`src/rtl/chunked_serial_adder.sv`:
```
// Multi-cycle adder that sums two WIDTH-bit operands CHUNK bits per clock with a registered inter-chunk carry.
// Define CHUNKED_SERIAL_ADDER_SUB_EN to add the sub_i port and A - B - c_i subtraction.
module chunked_serial_adder #(
    parameter int WIDTH = 8,
    parameter int CHUNK = 1
) (
    input  logic             clk_i,
    input  logic             rst_i,
    input  logic             valid_i,
    output logic             ready_o,
    input  logic [WIDTH-1:0] a_i,
    input  logic [WIDTH-1:0] b_i,
    input  logic             c_i,
`ifdef CHUNKED_SERIAL_ADDER_SUB_EN
    input  logic             sub_i,
`endif
    output logic             valid_o,
    input  logic             ready_i,
    output logic [WIDTH-1:0] s_o,
    output logic             c_o,
    output logic             ov_o
);

    localparam int STEPS = WIDTH / CHUNK;
    localparam int CW    = (STEPS > 1) ? $clog2(STEPS) : 1;
    localparam int IW    = $clog2(WIDTH);

    if (WIDTH < 2 || CHUNK < 1 || CHUNK > WIDTH || (WIDTH % CHUNK) != 0) begin : g_paramCheck
        $error("chunked_serial_adder: WIDTH must be >= 2 and an exact multiple of CHUNK");
    end

    typedef enum logic [1:0] {IDLE, RUN, DONE} state_t;

    state_t           r_state;
    logic [WIDTH-1:0] r_a;
    logic [WIDTH-1:0] r_b;
    logic             r_carry;
    logic [CW-1:0]    r_cnt;
    logic [WIDTH-1:0] r_work;
    logic [WIDTH-1:0] r_s;
    logic             r_c;
    logic             r_ov;

    logic [WIDTH-1:0] w_bIn;
    logic             w_cIn;
    logic             w_invOut;
    logic [IW-1:0]    w_base;
    logic [CHUNK-1:0] w_aChunk;
    logic [CHUNK-1:0] w_bChunk;
    logic [CHUNK:0]   w_sum;
    logic [WIDTH-1:0] w_result;
    logic             w_ov;
    logic             w_last;

    // Subtraction is folded into the capture: B and the borrow-in are stored inverted,
    // so the chunk datapath is always a plain adder and only the final carry is flipped.
`ifdef CHUNKED_SERIAL_ADDER_SUB_EN
    logic r_sub;
    assign w_bIn    = sub_i ? ~b_i : b_i;
    assign w_cIn    = sub_i ^ c_i;
    assign w_invOut = r_sub;
`else
    assign w_bIn    = b_i;
    assign w_cIn    = c_i;
    assign w_invOut = 1'b0;
`endif

    assign w_base   = IW'(32'(r_cnt) * CHUNK);
    assign w_aChunk = r_a[w_base +: CHUNK];
    assign w_bChunk = r_b[w_base +: CHUNK];
    assign w_sum    = {1'b0, w_aChunk} + {1'b0, w_bChunk} + {{CHUNK{1'b0}}, r_carry};
    assign w_last   = (r_cnt == CW'(STEPS - 1));

    always_comb begin
        w_result = r_work;
        w_result[w_base +: CHUNK] = w_sum[CHUNK-1:0];
    end

    // Same-sign operands producing an opposite-sign result equals carry-in XOR carry-out at the MSB.
    assign w_ov = (r_a[WIDTH-1] ~^ r_b[WIDTH-1]) & (w_result[WIDTH-1] ^ r_a[WIDTH-1]);

    always_ff @(posedge clk_i) begin
        if (rst_i) begin
            r_state <= IDLE;
            r_a     <= '0;
            r_b     <= '0;
            r_carry <= 1'b0;
            r_cnt   <= '0;
            r_work  <= '0;
            r_s     <= '0;
            r_c     <= 1'b0;
            r_ov    <= 1'b0;
`ifdef CHUNKED_SERIAL_ADDER_SUB_EN
            r_sub   <= 1'b0;
`endif
        end else begin
            case (r_state)
                IDLE: begin
                    if (valid_i) begin
                        r_a     <= a_i;
                        r_b     <= w_bIn;
                        r_carry <= w_cIn;
                        r_cnt   <= '0;
`ifdef CHUNKED_SERIAL_ADDER_SUB_EN
                        r_sub   <= sub_i;
`endif
                        r_state <= RUN;
                    end
                end
                RUN: begin
                    r_work  <= w_result;
                    r_carry <= w_sum[CHUNK];
                    r_cnt   <= r_cnt + CW'(1);
                    if (w_last) begin
                        r_s     <= w_result;
                        r_c     <= w_sum[CHUNK] ^ w_invOut;
                        r_ov    <= w_ov;
                        r_cnt   <= '0;
                        r_state <= DONE;
                    end
                end
                DONE: begin
                    if (ready_i) begin
                        r_state <= IDLE;
                    end
                end
                default: r_state <= IDLE;
            endcase
        end
    end

    assign ready_o = (r_state == IDLE);
    assign valid_o = (r_state == DONE);
    assign s_o     = r_s;
    assign c_o     = r_c;
    assign ov_o    = r_ov;

endmodule

```
`config.mk`:
```
export PLATFORM = sky130hd
export DESIGN_NAME = chunked_serial_adder
export DESIGN_NICKNAME = d
export VERILOG_FILES = /design/src/rtl/chunked_serial_adder.sv
export SDC_FILE = /design/constraint.sdc
export NUM_CORES = 1
export LEC_CHECK = 0
export CAP_MARGIN = 20
export CORE_ASPECT_RATIO = 1.75
export CORE_UTILIZATION = 50
export CTS_CLUSTER_SIZE = 25
export DETAILED_ROUTE_END_ITERATION = 8
export GPL_TIMING_DRIVEN = 0
export MAX_ROUTING_LAYER = met4
export PLACE_DENSITY_LB_ADDON = 0.12
export RECOVER_POWER = 50
export REMOVE_ABC_BUFFERS = 1
export SYNTH_ARGS = -nofsm -noshare
export SYNTH_HDL_FRONTEND = slang
export SYNTH_SLANG_ARGS = --single-unit
```
`constraint.sdc`:
```
create_clock -name clk_i -period 3.4 [get_ports clk_i]
set_clock_uncertainty 0.1 [all_clocks]
set_input_delay 0.68 -clock clk_i [delete_from_list [all_inputs] [get_ports clk_i]]
set_output_delay 0.68 -clock clk_i [all_outputs]
set_load 0.005 [all_outputs]
```
==> metrics.cfg, run 1 <==
[outcome]
status=finished clean

[logic_synthesis]
synthCells=230
synth.distinct_cells=35
postSynthAreaPerCell_um2=8.43
synthArstFlopShare=0
synth_seq_cells=40
synth_flop_cell=dfxtp_1
synth_seq_area_share=0.413
synth-edff-count=0
yosys_warnings=0
synth_area_um2=1940

[cts]
clock_path_buffers=2
cts.sinks=40
cts_resized=0
insertion_delay_ns=0.29
cts_setup_buffers=0
path_clk_slew_ns=0.07
root_buffer=clkbuf_8
cts_buffers=5
h-tree-depth=2
cts_tree=built
holdBufCountCts=0

[finish]
drive_above_1_share=0.0784
diodes=0
regArea_um2=802
syn2layout_area_growth_pct=20.6
fill_cells=336
nNetsFinal=283
multi_input_area_um2=1050

[route]
wl_um=3860
route.detailed.drc=0
ant_nets=0
dr.first_iter.drc_count=39
firstDrtPassIters=4
viasPerCell=5.47
via_count=1645
avgRoutedWirePerCell_um=12.8

[sta]
drv_slew=0
fmaxAchievable_mhz=319
fin_hold_ws_ns=0.354
layout_setup_ws_ns=0.266
period_share=0.922
slew_headroom=0.505
rsz0062_at_grt=false
fin_crit_ns=3.13
setup_viol=0
setup_tns_ns=0
tightest_slew_ns=0.742
hold_viol=0

[grt]
antenna_found_initial=0
grt_pass1_vias=1592
grt_pass1_wl_um=6620
grt_max_degree=41
grt_usage=0.211
grt.overflow.total=0

[place]
portBuffers=32
hpwl_um=2660
routabilityCongestion=0.849
dp_slack_ns=0.0320

[hold_path]
min_path_cells=2
hp-class=register to register

[floorplanning]
rows=29
core_area_um2=3660
die_w_um=49.1
die_h_um=84.4
dieArea_um2=4140
start_util=0.529
io_pins=33

[critical_path]
max_stage_delay_ns=0.58
endpoint_kind=register
critPathArrivalTime_ns=3.23
crit_path_frequent_cell=nand2_1
crit_type=register to register
crit_chain=mux4_2, nand2_1, nand2_1, fa_1, and4bb_4, and3b_4, or3_4, a311oi_2
critPathMaxFanout=16
crit_path_top_delay_cell=fa_1
cp.required_ns=3.50
reg2reg_depth=8
cp-start-kind=register

[pwr]
power.switching_mw=0.239
power-per-cell-area_nw_per_um2=405
switching_share=0.252
pwr-share-seq=0.527
vdd_drop_max_mv=0.338
pwr-share-comb=0.130
internal-power_mw=0.707
p_leak_nw=0.848
p_total_mw=0.946
pwr-share-clk=0.343

[run]
maxCapViolations=0

==> kinds of logic after synthesis <==
group / count (synthesis) / synth area share
buffers and inverters: 20 / 0.0439
flip-flops: 40 / 0.413
adder cells (fa/ha/maj): 8 / 0.0555
AO/OA/AOI/OAI: 52 / 0.159
AND/OR/NAND/NOR: 99 / 0.246
multiplexers: 11 / 0.0826
==> power groups by stage <==
stage	clock (mW)	sequential [mW]	combinational, mW
6_report	0.325	0.498	0.123
5_1_grt	0.356	0.501	0.137
4_1_cts	0.332	0.498	0.123
3_5_place_dp	0	0.509	0.122
3_3_place_gp	0	0.509	0.123
2_1_floorplan	0	0.505	0.0727
==> layout make-up <==
cell class | count | share of cell area
timing repair buffer | 33 | 0.137
inverter | 4 | 0.00642
tap | 46 | 0.0246
multi-input combinational | 170 | 0.450
clock buffer | 8 | 0.0385
sequential | 40 | 0.343
==> layout by cell type, fill, tap and decap left out, drive strengths merged, types with 3 or more instances in the layout <==
cell,instances
clkdlybuf4s50,24
o21ai,10
nor2,19
ha,7
a311oi,3
or3,3
nand3,7
dlygate4sd3,7
clkbuf,8
nand2,48
dfxtp,40
mux2i,7
nand2b,4
a211oi,6
a21oi,27
mux4,4
nor3,4
inv,4
==> worst paths after layout <==
check	start	to	slack, ns
worst max-delay path	r_cnt[0]$_SDFFE_PP0P_	ov_o$_SDFFE_PP0P_	0.27
worst min-delay path	r_a[6]$_SDFFE_PP0P_	r_a[6]$_SDFFE_PP0P_	0.35
worst min register to register	r_a[6]$_SDFFE_PP0P_	r_a[6]$_SDFFE_PP0P_	0.35
worst max register to register	r_cnt[0]$_SDFFE_PP0P_	ov_o$_SDFFE_PP0P_	0.27
==> layer usage <==
layer / part of all wire / routed length, um / GRT usage / up-vias
li1: - / - / - / 844
met4: 0.013 / 52 / 0.0695 / 0
met2: 0.54 / 2100 / 0.385 / 30
met5: 0 / 0 / - / -
met3: 0.030 / 114 / 0.0543 / 5
met1: 0.41 / 1590 / 0.210 / 766
==> registers in the layout (all words and copies together) (netlist names), 2 cells and up <==
name and count:
r_cnt 3, s_o 8, r_state 2, r_a 8, r_work 8, r_b 8
==> cell usage after synthesis (all sizes together), types with 2 or more instances <==
library cell | number | area share
nand2 | 48 | 0.093
dfxtp | 40 | 0.41
a21oi | 27 | 0.070
nor2 | 19 | 0.037
o21ai | 10 | 0.026
buf | 8 | 0.021
clkbuf | 8 | 0.015
ha | 7 | 0.045
mux2i | 7 | 0.036
nand3 | 7 | 0.018
a211oi | 6 | 0.023
inv | 4 | 0.0077
mux4 | 4 | 0.046
nand2b | 4 | 0.013
nor3 | 4 | 0.010
a311oi | 3 | 0.017
or3 | 3 | 0.012
a31oi | 2 | 0.0065
and2 | 2 | 0.0065
and4bb | 2 | 0.015
nand4 | 2 | 0.0065
nor2b | 2 | 0.0065
nor3b | 2 | 0.0077
==> critical path: cells and delay by family (launching register included) <==
kind	cells	cell delay (ns)
adders and majority gates	1	0.58
AOI/OAI and AO/OA	1	0.26
and+or+nand+nor	5	0.98
DFF	1	0.55
muxes	1	0.56
==> through the flow <==
| step | util | instance area, um^2 | std cells |
|---|---|---|---|
| 3_5_place_dp | 0.611 | 2240 | 292 |
| 6_report | 0.638 | 2340 | 301 |
| 4_1_cts | 0.636 | 2330 | 300 |
| 3_3_place_gp | 0.613 | 2250 | 292 |
| 2_1_floorplan | - | 1870 | 214 |
| 5_1_grt | 0.638 | 2340 | 301 |
No activity file was read; power rests on OpenSTA's default activity.
==> run 2, diff against run 1 <==
- CORE_MARGIN: not set -> 2
- SLEW_MARGIN: not set -> 20
==> run 2 against run 1 <==
Effect of this change: wire length grew 5.5%; maximum frequency is essentially flat; global-route usage grew 0.37 points; non-clock buffer count shrank 1; die area grew 6.5%; worst setup slack lost 0.0016 ns; combinational power is essentially flat; total power grew 23%; first-iteration DRC count shrank 41%; sequential power is essentially flat.
==> metrics.cfg, run 2 (synthesis gave the netlist of run 1 again) <==
[outcome]
status=finished clean

[route]
route.detailed.drc=0
via_count=1664
dr.first_iter.drc_count=23
avgRoutedWirePerCell_um=13.5
firstDrtPassIters=4
ant_nets=0
wl_um=4070
viasPerCell=5.51

[pwr]
vdd_drop_max_mv=0.384
p_leak_nw=0.886
power-per-cell-area_nw_per_um2=483
p_total_mw=1.16

[finish]
layout_commonest_cell=nand2_1
fin_util=0.635
diodes=0
fill_cells=340
nNetsFinal=282
drive_above_1_share=0.0866
instances_no_fill=302
syn2layout_area_growth_pct=24.3
mostFrequentLayoutCells=48 x nand2_1, 39 x dfxtp_1, 27 x a21oi_1, 22 x clkdlybuf4s50_1, 19 x nor2_1

[sta]
rsz0062_at_grt=false
drv_slew=0
slew_headroom=0.474
fmaxAchievable_mhz=319
setup_viol=0
hold_viol=0
tightest_slew_ns=0.789
period_share=0.922
setup_tns_ns=0
layout_setup_ws_ns=0.264
fin_crit_ns=3.14

[floorplanning]
dieArea_um2=4410
core_area_um2=3790
rows=30
io_pins=33
die_h_um=86.4
die_w_um=51.1
start_util=0.511

[cts]
h-tree-depth=2
cts_buffers=5
insertion_delay_ns=0.29
path_clk_slew_ns=0.08
cts_setup_buffers=0
clock_path_buffers=2
holdBufCountCts=0
root_buffer=clkbuf_8
cts_tree=built
cts_resized=0
cts.sinks=40

[critical_path]
cp-start-kind=register
cp.required_ns=3.51
crit_type=register to register
critPathArrivalTime_ns=3.24
critPathMaxFanout=16
endpoint_kind=register

[grt]
grt_pass1_vias=1566
grt_max_degree=41
antenna_found_initial=0
grt_pass1_wl_um=7000
grt_usage=0.214
grt.overflow.total=0

[hold_path]
hp-class=register to register

[run]
maxCapViolations=0

[place]
routabilityCongestion=0.810
portBuffers=32
placedCellCount=294
dp_slack_ns=0.0812
hpwl_um=2690

## run 2: final cells by class
type | instances | area (um^2) | share of cell area
Multi-Input combinational cell | 170 | 1060 | 0.439
Sequential cell | 40 | 802 | 0.333
Timing Repair Buffer | 32 | 315 | 0.131
Clock inverter | 3 | 90.1 | 0.0374
Clock buffer | 5 | 68.8 | 0.0286
Tap cell | 48 | 60.1 | 0.0249
Inverter | 4 | 15.0 | 0.00623
## run 2: through the flow
step | hold slack, ns | cell area, um^2
floorplan | 0.327 | 1870
global placement | 0.342 | 2250
detailed placement | 0.347 | 2240
CTS | 0.359 | 2400
global route | 0.375 | 2410
finish | 0.355 | 2410
## run 2: layer usage
layer	global-route usage	wire length [um]	vias up
li1	-	-	842
met1	0.222	1620	780
met2	0.377	2250	33
met3	0.0483	116	9
met4	0.0958	85	0
met5	-	0	-
## run 2: worst max-delay path, stage by stage, from the launching register on
cell and delay (ns):
dfxtp_2 0.56, mux4_2 0.56, nand2_1 0.08, nand2_1 0.07
fa_1 0.58, and4bb_4 0.26, and3b_4 0.20, or3_4 0.38
a311oi_2 0.25
## run 2: final timing paths
path / from / endpoint / slack (ns) / cells past startpoint
max: r_cnt[0]$_SDFFE_PP0P_ / ov_o$_SDFFE_PP0P_ / 0.26 / 8
min: r_b[2]$_SDFFE_PP0P_ / r_b[2]$_SDFFE_PP0P_ / 0.35 / 2
max reg2reg: r_cnt[0]$_SDFFE_PP0P_ / ov_o$_SDFFE_PP0P_ / 0.26 / 8
min reg2reg: r_b[2]$_SDFFE_PP0P_ / r_b[2]$_SDFFE_PP0P_ / 0.35 / 2
## run 2: where the power goes
group	total, mW	leakage, nW	internal, mW	switching (mW)
clock network	0.541	0.0784	0.367	0.174
registers	0.499	0.326	0.484	0.0152
logic	0.123	0.482	0.0575	0.0653
total	1.16	0.886	0.908	0.254
